$ cat config.mk
export PLATFORM = sky130hd
export DESIGN_NAME = dmem_lsu_flat
export DESIGN_NICKNAME = d
export VERILOG_FILES = /design/src/rtl/dmem_lsu_if.sv /design/src/rtl/dmem_lsu.sv /design/src/flat_wrapper.sv
export SDC_FILE = /design/constraint.sdc
export NUM_CORES = 1
export LEC_CHECK = 0
export BUFFER_PORTS_ARGS = -buffer_cell sky130_fd_sc_hd__buf_2
export CAP_MARGIN = 15
export CORE_ASPECT_RATIO = 1.5
export CORE_UTILIZATION = 38
export CTS_BUF_LIST = sky130_fd_sc_hd__clkbuf_16
export DETAILED_ROUTE_END_ITERATION = 12
export PLACE_DENSITY = 0.71
export SYNTH_ARGS = -nofsm -noshare
export SYNTH_HDL_FRONTEND = slang
export SYNTH_SLANG_ARGS = --single-unit
$ cat constraint.sdc
create_clock -name clk -period 2.4 [get_ports clk]
set_input_delay 0.24 -clock clk [delete_from_list [all_inputs] [get_ports clk]]
set_output_delay 0.24 -clock clk [all_outputs]
set_load 0.1 [all_outputs]
$ cat src/rtl/dmem_lsu_if.sv
// dmem_lsu_if: core request/response and data-memory bus bundle for the load/store unit
interface dmem_lsu_if;
    logic        req_valid;
    logic        req_ready;
    logic        req_we;
    logic [1:0]  req_size;
    logic        req_unsigned;
    logic [31:0] req_addr;
    logic [31:0] req_wdata;
    logic        resp_valid;
    logic [31:0] resp_rdata;
    logic        resp_err;
    logic        mem_we;
    logic [31:0] mem_a;
    logic [31:0] mem_wd;
    logic [31:0] mem_rd;
    modport slave (
        input  req_valid, req_we, req_size, req_unsigned, req_addr, req_wdata, mem_rd,
        output req_ready, resp_valid, resp_rdata, resp_err, mem_we, mem_a, mem_wd
    );
    modport master (
        output req_valid, req_we, req_size, req_unsigned, req_addr, req_wdata, mem_rd,
        input  req_ready, resp_valid, resp_rdata, resp_err, mem_we, mem_a, mem_wd
    );
endinterface

$ cat src/rtl/dmem_lsu.sv
// dmem_lsu: byte/half/word load-store unit with sub-word read-modify-write and access checking
module dmem_lsu #(
    parameter int MEM_WORDS = 64
) (
    input  logic clk,
    input  logic rst_n,
    dmem_lsu_if.slave bus
);
    typedef enum logic [1:0] {IDLE, ACCESS, WRITE, RESP} state_t;
    state_t state, state_nx;
    logic [31:0] addr_q;
    logic        we_q, uns_q, err_q;
    logic [1:0]  size_q;
    logic        err;
    logic [7:0]  lb;
    logic [15:0] lh;
    logic [31:0] ext, mask, merged;
    assign err = (size_q == 2'b11) || (size_q == 2'b01 && addr_q[0]) ||
                 (size_q == 2'b10 && addr_q[1:0] != 2'b00) ||
                 ({2'b00, addr_q[31:2]} >= 32'(MEM_WORDS));
    assign lb = bus.mem_rd[{addr_q[1:0], 3'b000} +: 8];
    assign lh = bus.mem_rd[{addr_q[1], 4'b0000} +: 16];
    assign ext = size_q == 2'b00 ? {{24{~uns_q & lb[7]}}, lb} :
                 size_q == 2'b01 ? {{16{~uns_q & lh[15]}}, lh} : bus.mem_rd;
    // mem_wd still holds the raw store data during ACCESS, so it feeds the merge
    assign mask = (size_q == 2'b00 ? 32'h0000_00ff : 32'h0000_ffff) << {addr_q[1:0], 3'b000};
    assign merged = (bus.mem_rd & ~mask) |
                    ((size_q == 2'b00 ? {4{bus.mem_wd[7:0]}} : {2{bus.mem_wd[15:0]}}) & mask);
    always_ff @(posedge clk or negedge rst_n) begin
        if (!rst_n) state <= IDLE;
        else        state <= state_nx;
    end
    always_comb begin
        state_nx = state == IDLE   ? (bus.req_valid ? ACCESS : IDLE) :
                   state == ACCESS ? ((err || !we_q || size_q == 2'b10) ? RESP : WRITE) :
                   state == WRITE  ? RESP : IDLE;
    end
    always_comb begin
        bus.req_ready  = state == IDLE;
        bus.resp_valid = state == RESP;
        bus.resp_err   = state == RESP && err_q;
        bus.mem_we     = (state == ACCESS && we_q && size_q == 2'b10 && !err) || state == WRITE;
        bus.mem_a      = {addr_q[31:2], 2'b00};
    end
    always_ff @(posedge clk or negedge rst_n) begin
        if (!rst_n) begin
            addr_q         <= '0;
            we_q           <= 1'b0;
            uns_q          <= 1'b0;
            size_q         <= 2'b00;
            err_q          <= 1'b0;
            bus.mem_wd     <= '0;
            bus.resp_rdata <= '0;
        end else if (state == IDLE && bus.req_valid) begin
            addr_q     <= bus.req_addr;
            we_q       <= bus.req_we;
            uns_q      <= bus.req_unsigned;
            size_q     <= bus.req_size;
            bus.mem_wd <= bus.req_wdata;
        end else if (state == ACCESS) begin
            err_q          <= err;
            bus.resp_rdata <= (!we_q && !err) ? ext : '0;
            if (we_q && size_q != 2'b10 && !err) bus.mem_wd <= merged;
        end
    end
endmodule

$ cat src/flat_wrapper.sv
// flat-port wrapper written by rule: the top's interface ports become plain ports
module dmem_lsu_flat 
#(
    parameter int MEM_WORDS = 64
)
  (clk, rst_n, bus_req_valid, bus_req_we, bus_req_size, bus_req_unsigned, bus_req_addr, bus_req_wdata, bus_mem_rd, bus_req_ready, bus_resp_valid, bus_resp_rdata, bus_resp_err, bus_mem_we, bus_mem_a, bus_mem_wd);
  dmem_lsu_if bus_i ();
  input  logic clk;
  input  logic rst_n;
  input wire logic [$bits(bus_i.req_valid)-1:0] bus_req_valid;
  input wire logic [$bits(bus_i.req_we)-1:0] bus_req_we;
  input wire logic [$bits(bus_i.req_size)-1:0] bus_req_size;
  input wire logic [$bits(bus_i.req_unsigned)-1:0] bus_req_unsigned;
  input wire logic [$bits(bus_i.req_addr)-1:0] bus_req_addr;
  input wire logic [$bits(bus_i.req_wdata)-1:0] bus_req_wdata;
  input wire logic [$bits(bus_i.mem_rd)-1:0] bus_mem_rd;
  output wire logic [$bits(bus_i.req_ready)-1:0] bus_req_ready;
  output wire logic [$bits(bus_i.resp_valid)-1:0] bus_resp_valid;
  output wire logic [$bits(bus_i.resp_rdata)-1:0] bus_resp_rdata;
  output wire logic [$bits(bus_i.resp_err)-1:0] bus_resp_err;
  output wire logic [$bits(bus_i.mem_we)-1:0] bus_mem_we;
  output wire logic [$bits(bus_i.mem_a)-1:0] bus_mem_a;
  output wire logic [$bits(bus_i.mem_wd)-1:0] bus_mem_wd;
  assign bus_i.req_valid = bus_req_valid;
  assign bus_i.req_we = bus_req_we;
  assign bus_i.req_size = bus_req_size;
  assign bus_i.req_unsigned = bus_req_unsigned;
  assign bus_i.req_addr = bus_req_addr;
  assign bus_i.req_wdata = bus_req_wdata;
  assign bus_i.mem_rd = bus_mem_rd;
  assign bus_req_ready = bus_i.req_ready;
  assign bus_resp_valid = bus_i.resp_valid;
  assign bus_resp_rdata = bus_i.resp_rdata;
  assign bus_resp_err = bus_i.resp_err;
  assign bus_mem_we = bus_i.mem_we;
  assign bus_mem_a = bus_i.mem_a;
  assign bus_mem_wd = bus_i.mem_wd;
  dmem_lsu #(.MEM_WORDS(MEM_WORDS)) u_core (.clk(clk), .rst_n(rst_n), .bus(bus_i));
endmodule
==> results by group, run 1 <==
Outcome
  • Status: complete, no violations

Clock tree
  • Num CTS Buffers: 9
  • Clk Latency, worst-skew pair: 0.35 ns
  • Longest Clk Path Bufs: 2
  • CTS tree: yes
  • H-tree depth: 3
  • CTS root buf: clkbuf_16
  • Clk sinks: 103
  • Worst-path clk slew: 0.06 ns

Synth
  • Post-Synth Adder-Cell Area: 0.8254%
  • Main combinational cell family by area after synthesis: compound AO/OA/AOI/OAI gates
  • EDFF count, synth: 0
  • Mean post-synth cell area: 8.813 um^2
  • Post-synthesis instance total: 688
  • Async set-or-reset flop fraction in the synthesized netlist: 100.0%
  • Mux cell area share after synthesis: 3.240%
  • Xor/xnor share of the synthesized area: 0%
  • Simple-Gate Fraction of Synth Area: 18.26%
  • Total number of yosys warnings: 0
  • Ys flop type: dfrtp_1
  • #FFs+latches synth: 103
  • Post-Synthesis Cell Area: 6063 um^2
  • Distinct cells, synth: 51
  • Part of the Yosys area used for sequential elements: 42.51%
  • Synth Area in Compound Gates: 23.55%

Floorplan
  • Row count: 56
  • Die ar.: 16480 um^2
  • Die height: 156.7 um
  • Starting Density: 38.81%
  • Die width: 105.1 um
  • CORE AREA: 15630 um^2
  • # IOs: 203

Cells and area
  • P&R area growth vs syn: 21.19%
  • Reg area: 2577 um^2
  • Filler cell count: 1555
  • Final nets: 942
  • Finished Core Util: 47.03%
  • Antenna diodes: 0
  • Fin area: 7348 um^2
  • Area of the multi-input gates: 2820 um^2
  • Share of cells above drive strength 1: 31.10%

Global routing
  • Gr busiest metal: met2
  • Vias in the first global route: 5735
  • GRT Overall Usage: 24.43%
  • Met3 Resource Use GR: 5.331%
  • Overflow left after global routing: 0
  • Met2 Use GR: 43.61%
  • GR Util met1: 27.31%
  • Largest net degree at the start of global routing: 56
  • Initial antenna violation count: 1
  • First-pass GRT wire length: 30860 um

Route
  • Vias post-DR: 5897
  • Drt wl/cell: 19.03 um
  • Post-route DRC: 0
  • Final WL: 19780 um
  • Initial DRC Count: 509
  • Antenna viol nets, final: 0
  • Via density: 5.676
  • DR pass1 iterations: 6

Worst setup path
  • Crit end category: primary output
  • Highest-delay cell along the critical path: dfrtp_1
  • Delay-heaviest family, CP: compound AO/OA/AOI/OAI gates
  • Crit start category: flop
  • CP Class: reg2out
  • Crit-path cells: inv_2 > ha_2 > nor4b_4 > o2111a_1 > nand3_2 > o21bai_4 > buf_12
  • Register-to-register setup slack: 0.29 ns
  • Crit path max fanout: 3
  • R2r worst-path depth: 7
  • Critical Path AT: 2.08 ns
  • Worst Path Buf+Inv: 2
  • Critical Path RT: 2.16 ns
  • Levels on crit path: 7
  • Worst path max stage delay: 0.41 ns

Timing
  • Relative slew slack: 57.32%
  • Slew Viols, Final: 0
  • Final setup viols: 0
  • Max Fclk: 431.1 MHz
  • Tightest Pin Transition: 0.6348 ns
  • Setup Skew: 0.008336 ns
  • Worst hold slack: 0.07937 ns
  • Final worst-path cycle share: 96.64%
  • Final Hold Viols: 0
  • Tmin final: 2.319 ns

Place
  • Final HPWL from detailed placement: 15120 um
  • Area after DPL: 7083 um^2
  • Port Buffers: 200
  • GP Congestion: 0.8999

Job
  • Max-capacitance violation count: 0

Min path
  • Hold-critical path depth: 3
  • HP Class: in2reg
## cell families after synthesis
family / after synthesis
muxes: 18
buffers and inverters: 140
other: 1
and+or+nand+nor: 222
AOI/OAI and AO/OA: 200
DFF: 103
adders and majority gates: 4
## timing repair
action	CTS	global route
setup endpoints to repair	0	1
hold buffers	1	0
resized for setup	0	3
endpoints found under the hold margin	21	0
buffers inserted	0	1
## synth_stat cells (7+ instances only)
cell	n	share of area, %
and2_1	11	1.1
o22ai_1	41	4.2
nand2_1	114	7.1
o2111ai_1	17	2.5
o2bb2ai_1	7	1.0
nand4_1	9	0.93
buf_1	7	0.43
nand2b_1	18	1.9
a31oi_1	24	2.5
a22o_1	15	2.2
o21ai_0	10	0.83
o31ai_1	25	3.1
inv_1	43	2.7
buf_4	35	4.3
a222oi_1	7	1.2
o311ai_1	8	1.2
nor2_1	29	1.8
o311ai_0	8	1.2
clkbuf_1	39	2.4
nand3_1	17	1.4
buf_2	11	0.91
mux2i_1	16	2.6
dfrtp_1	103	43
a21oi_1	26	2.1
## worst register-to-register path, cell delays in order (launching register included)
cell	delay, ns
dfrtp_1	0.41
inv_2	0.07
ha_2	0.17
nor4b_4	0.28
o2111a_1	0.28
buf_4	0.30
o2111ai_1	0.25
a31oi_1	0.26
## worst paths after layout
path / startpoint / endpoint
setup / recovery: u_core.state[1] / bus_mem_we
hold reg to reg: u_core.addr_q[5] / u_core.addr_q[5]
max in group asynchronous: rst_n / u_core.bus.resp_rdata[23]
min in group asynchronous: rst_n / u_core.addr_q[5]
setup reg to reg: u_core.state[1] / u_core.bus.mem_wd[30]
hold / removal: bus_req_addr[26] / u_core.addr_q[26]
## flip-flops by register name, indices dropped and copies added (netlist names), named ones only
signal,cells
u_core.bus.resp_rdata,32
u_core.bus.mem_wd,24
u_core.size_q,2
u_core.err_q,1
u_core.state,2
u_core.uns_q,1
u_core.addr_q,32
u_core.we_q,1
## stage by stage
step	setup TNS [ns]	setup slack, ns	cells
2_1_floorplan	0	0.008224	689
3_3_place_gp	0	0.3646	1025
3_5_place_dp	0	0.2185	1025
4_1_cts	0	0.07265	1038
5_1_grt	-0.003168	-0.003168	1039
6_report	0	0.08057	1039
## cells in the final DEF (no fill, tap or decap), types with 6 or more instances in the layout
cell,n
dfrtp_1,103
nand4bb_1,6
a21oi_1,26
a31oi_1,24
mux2i_1,16
o311ai_1,8
o2111ai_1,16
inv_1,42
o311ai_0,8
buf_4,28
nand2b_1,18
o2bb2ai_1,7
and2_1,10
o21ai_0,10
buf_2,198
nand4_1,9
nand2_1,113
o22ai_1,41
clkbuf_16,9
a22o_1,15
nor2_1,29
a222oi_1,7
nand3_1,16
o31ai_1,25
## metal layers
| layer | routed length, um | up-vias | share of wire [%] |
|---|---|---|---|
| li1 | - | 2741 | - |
| met1 | 7228 | 2808 | 37 |
| met2 | 10250 | 287 | 52 |
| met3 | 1443 | 59 | 7.3 |
| met4 | 847 | 2 | 4.3 |
| met5 | 13 | - | 0.066 |
## area by class of cell
class / instances / share of cell area (%)
timing repair buffer: 231 / 17.57
tap: 203 / 3.457
clock inverter: 3 / 0.2043
multi-input combinational: 446 / 38.38
sequential: 103 / 35.08
inverter: 44 / 2.248
clock buffer: 9 / 3.065
Power of run 1 is not shown: default switching activity piles up to over one toggle a cycle in this logic, so the estimate is an artifact.
==> run 2, diff against run 1 <==
- BUFFER_PORTS_ARGS: -buffer_cell sky130_fd_sc_hd__buf_2 -> default
- DONT_BUFFER_PORTS: default -> 1
- PLACE_DENSITY: 0.71 -> 0.6
==> run 2 against run 1 <==
Net effect: the run now ends with negative hold slack left; non-clock buffer count is 91 lower; worst setup slack improved by 0.040 ns; flip-flop and latch count unchanged; die area stayed put; clock skew is 0.0042 ns higher; cell count decreased by 8.4%; maximum frequency grew 1.7%; critical path depth shrank 2; worst hold slack worse by 0.50 ns; critical endpoint unchanged.
==> results by group, run 2 (synthesis results as in run 1) <==
Cells and area
  • P&R area growth vs syn: 20.04%
  • Share of cells above drive strength 1: 19.89%
  • Antenna diodes: 0
  • Top flop regs: u_core.addr_q (32), u_core.bus.resp_rdata (32), u_core.bus.mem_wd (24)
  • Final nets: 851
  • Filler cell count: 1472
  • Non-Filler Instances: 952
  • Area of the multi-input gates: 2830 um^2
  • Most common cell after layout, fill and taps aside: nand2_1
  • Commonest cells after routing, fill and taps aside: nand2_1, buf_4, dfrtp_1
  • Reg area: 2577 um^2
  • Fin area: 7278 um^2

Clock tree
  • Longest Clk Path Bufs: 2
  • Clk Latency, worst-skew pair: 0.36 ns
  • Clk sinks: 103
  • Worst-path clk slew: 0.08 ns
  • CTS root buf: clkbuf_16
  • H-tree depth: 3
  • Num CTS Buffers: 9
  • CTS tree: yes

Timing
  • Max Fclk: 438.6 MHz
  • Fin worst setup slack: 0.1202 ns
  • Worst hold slack: -0.4219 ns
  • Final setup viols: 0
  • Setup Skew: 0.01255 ns
  • Tightest Pin Transition: 0.9048 ns
  • Final Hold Viols: 103
  • Setup TNS: 0 ns
  • Final worst-path cycle share: 94.99%
  • Slew Viols, Final: 0
  • Tmin final: 2.280 ns
  • RSZ-0062 raised after global routing: no
  • Relative slew slack: 39.68%

Route
  • Initial DRC Count: 362
  • DR pass1 iterations: 7
  • Drt wl/cell: 21.23 um
  • Vias post-DR: 5534
  • Antenna viol nets, final: 0
  • Post-route DRC: 0
  • Final WL: 20210 um
  • Via density: 5.813

Place
  • GP Congestion: 0.9299
  • Port Buffers: 0
  • Pre-CTS setup slack: 0.1329 ns
  • Post-Place Cells: 906
  • Area after DPL: 6678 um^2
  • Final HPWL from detailed placement: 15060 um

Worst setup path
  • CP Class: reg2out
  • Crit-path cells: nor3_2 > o2111a_1 > nand3_2 > o21bai_4 > buf_12
  • Crit end category: primary output
  • Highest-delay cell along the critical path: dfrtp_1
  • Register-to-register setup slack: 0.22 ns
  • Critical Path RT: 2.16 ns
  • Crit start category: flop
  • Critical Path AT: 2.04 ns
  • Crit path max fanout: 9
  • Worst path max stage delay: 0.52 ns

Floorplan
  • Die width: 105.1 um
  • Die height: 156.7 um
  • Die ar.: 16480 um^2
  • Row count: 56
  • CORE AREA: 15630 um^2
  • Starting Density: 38.81%
  • # IOs: 203

Global routing
  • First-pass GRT wire length: 30770 um
  • GRT Overall Usage: 24.54%
  • Overflow left after global routing: 0
  • Vias in the first global route: 5645
  • Largest net degree at the start of global routing: 104
  • Initial antenna violation count: 0

Outcome
  • Status: finished with violations
  • Failing checks: negative hold slack

Min path
  • HP Class: in2async

Job
  • Max-capacitance violation count: 0
run 2: per-layer routing:
layer	routed length, um	track usage [%]	up-vias	part of all wire (%)
met5	0	0	-	0
met4	1076	14.69	0	5.3
met3	1577	6.539	56	7.8
met2	10390	43.20	261	51
met1	7165	26.28	2652	35
li1	-	-	2565	-
run 2: per-stage QoR:
stage	hold WS [ns]	utilization (%)
floorplan	-0.05559	-
global route	-0.4385	46.58
finish	-0.4219	46.58
CTS	-0.4343	46.34
detailed placement	-0.04993	42.74
global placement	-0.05227	42.74
run 2: layout make-up:
cell class                 count  area share (%)
tap                          203           3.490
sequential                   103           35.41
inverter                      44           2.269
timing repair buffer         140           15.92
clock inverter                 7          0.9283
clock buffer                   9           3.094
multi-input combinational    446           38.89
run 2: worst max-delay path, delay by kind of cell, from the launching register on:
| kind | cells | cell delay [ns] |
|---|---|---|
| AOI/OAI and AO/OA | 2 | 0.47 |
| buffers and inverters | 1 | 0.19 |
| DFF | 1 | 0.52 |
| and+or+nand+nor | 2 | 0.50 |
run 2: path summary, 6_finish.rpt:
kind | from | endpoint | depth (start not counted)
min reg2reg | u_core.bus.resp_rdata[24] | u_core.bus.resp_rdata[24] | 2
max reg2reg | u_core.state[1] | u_core.bus.mem_wd[23] | 7
max | u_core.addr_q[1] | bus_mem_we | 5
max in group asynchronous | rst_n | async pin | 0
min | rst_n | async pin | 0
min in group clk | bus_req_addr[0] | u_core.addr_q[0] | 2
run 2: timing repair:
action,4_1_cts,5_1_grt
setup endpoints to repair,0,9
resized for setup,0,4
setup buffers,0,2
hold buffers,27,1
hold endpoints to repair,130,104
Power of run 2 is left out for the same reason.
==> run 3, diff against run 2 <==
- HOLD_SLACK_MARGIN: default -> 0.1
==> run 3 against run 2 <==
Net effect: the run still ends with negative hold slack left; maximum frequency is 0.36% lower; worst setup slack worse by 0.0082 ns; critical path depth is 2 higher; via count is 4.5% higher; sequential share of layout area is 2.0 points lower; final area is 6.1% higher.
==> results by group, run 3 (synthesis results as in run 1) <==
Worst setup path
  • Worst setup path startpoint: u_core.state[1]
  • Critical Path RT: 2.16 ns
  • Highest-delay cell along the critical path: dfrtp_1
  • Worst r2r src: u_core.state[1]
  • Register-to-register setup slack: 0.21 ns
  • Crit-path cells: inv_2 > ha_2 > nor4b_4 > o2111a_1 > nand3_2 > o21bai_4 > buf_12
  • Crit path max fanout: 3
  • CP Class: reg2out
  • Crit end category: primary output
  • Worst path max stage delay: 0.39 ns
  • Crit start category: flop
  • Critical Path AT: 2.05 ns

Clock tree
  • Clk Latency, worst-skew pair: 0.36 ns
  • Longest Clk Path Bufs: 2
  • Num CTS Buffers: 9
  • CTS root buf: clkbuf_16
  • Clk sinks: 103
  • Worst-path clk slew: 0.08 ns
  • CTS tree: yes
  • H-tree depth: 3

Place
  • Pre-CTS setup slack: 0.1329 ns
  • Post-Place Cells: 906
  • Final HPWL from detailed placement: 15060 um
  • Port Buffers: 0
  • Area after DPL: 6678 um^2
  • GP Congestion: 0.9299

Global routing
  • Overflow left after global routing: 0
  • Vias in the first global route: 5916
  • Largest net degree at the start of global routing: 104
  • GRT Overall Usage: 25.16%
  • Initial antenna violation count: 0
  • First-pass GRT wire length: 31660 um

Timing
  • Tightest Pin Transition: 0.9121 ns
  • Worst hold slack: -0.4218 ns
  • Tmin final: 2.288 ns
  • Setup Skew: 0.01510 ns
  • Relative slew slack: 39.19%
  • Setup TNS: 0 ns
  • RSZ-0062 raised after global routing: no
  • Final setup viols: 0
  • Max Fclk: 437.1 MHz
  • Final Hold Viols: 103
  • Slew Viols, Final: 0
  • Fin worst setup slack: 0.1120 ns
  • Final worst-path cycle share: 95.33%

Cells and area
  • Final nets: 895
  • Fin area: 7719 um^2
  • Non-Filler Instances: 996
  • Top flop regs: u_core.addr_q (32), u_core.bus.resp_rdata (32), u_core.bus.mem_wd (24)
  • Antenna diodes: 0
  • Commonest cells after routing, fill and taps aside: nand2_1, buf_4, dfrtp_1
  • Finished Core Util: 49.40%
  • P&R area growth vs syn: 27.30%
  • Most common cell after layout, fill and taps aside: nand2_1
  • Share of cells above drive strength 1: 18.79%

Route
  • Initial DRC Count: 455
  • Post-route DRC: 0
  • Vias post-DR: 5783
  • Final WL: 20680 um
  • Antenna viol nets, final: 0
  • Drt wl/cell: 20.76 um
  • DR pass1 iterations: 8
  • Via density: 5.806

Floorplan
  • Die ar.: 16480 um^2
  • Starting Density: 38.81%
  • Row count: 56
  • Die width: 105.1 um
  • Die height: 156.7 um
  • # IOs: 203
  • CORE AREA: 15630 um^2

Outcome
  • Status: finished with violations
  • Failing checks: negative hold slack

Pwr
  • Worst VDD drop: 1.137 mV
  • Leak Pwr: 3.365 nW
  • PD cells: 1643 nW/um^2
  • Power consumption: 12.68 mW

Job
  • Max-capacitance violation count: 0

Min path
  • HP Class: in2async
==> run 3: timing repair <==
item	CTS	global route
endpoints found under the setup margin	0	9
hold endpoints to repair	170	104
gates resized for setup	0	4
buffers inserted	0	2
hold buffers	71	1
==> run 3: report_power, final <==
group	internal (mW)	total, mW	leakage [nW]	switching [mW]
Combinational	2.09	8.12	1.94	6.03
Clock	0.727	1.46	0.139	0.735
Sequential	2.28	3.10	1.29	0.815
Total	5.10	12.7	3.37	7.58
==> run 3: metal layers <==
layer	vias to the layer above	part of all wire, %	GRT usage (%)
li1	2645	-	-
met1	2782	36	26.92
met2	290	52	44.78
met3	66	7.0	5.581
met4	0	5.7	15.90
met5	-	0	0
==> run 3: path summary, 6_finish.rpt <==
path,cells past startpoint,end
worst min register to register,2,u_core.bus.resp_rdata[24]
worst max register to register,7,u_core.bus.mem_wd[23]
worst max-delay path,7,bus_mem_we
worst min-delay path,0,u_core.bus.mem_wd[24]
min in group clk,2,u_core.bus.resp_rdata[1]
max in group asynchronous,0,u_core.bus.mem_wd[16]
==> run 3: area by class of cell <==
class | instances | area, um^2
sequential | 103 | 2577
timing repair buffer | 184 | 1599
fill | 1454 | 7906
inverter | 44 | 165.2
clock buffer | 9 | 225.2
clock inverter | 7 | 67.56
tap | 203 | 254.0
multi-input combinational | 446 | 2830
==> run 3: critical path, delay by kind of cell (launching register included) <==
family / cells / cell delay [ns]
and+or+nand+nor: 2 / 0.38
AOI/OAI and AO/OA: 2 / 0.49
buffers and inverters: 2 / 0.26
adders and majority gates: 1 / 0.17
DFF: 1 / 0.39
No activity file was read; power rests on OpenSTA's default activity.
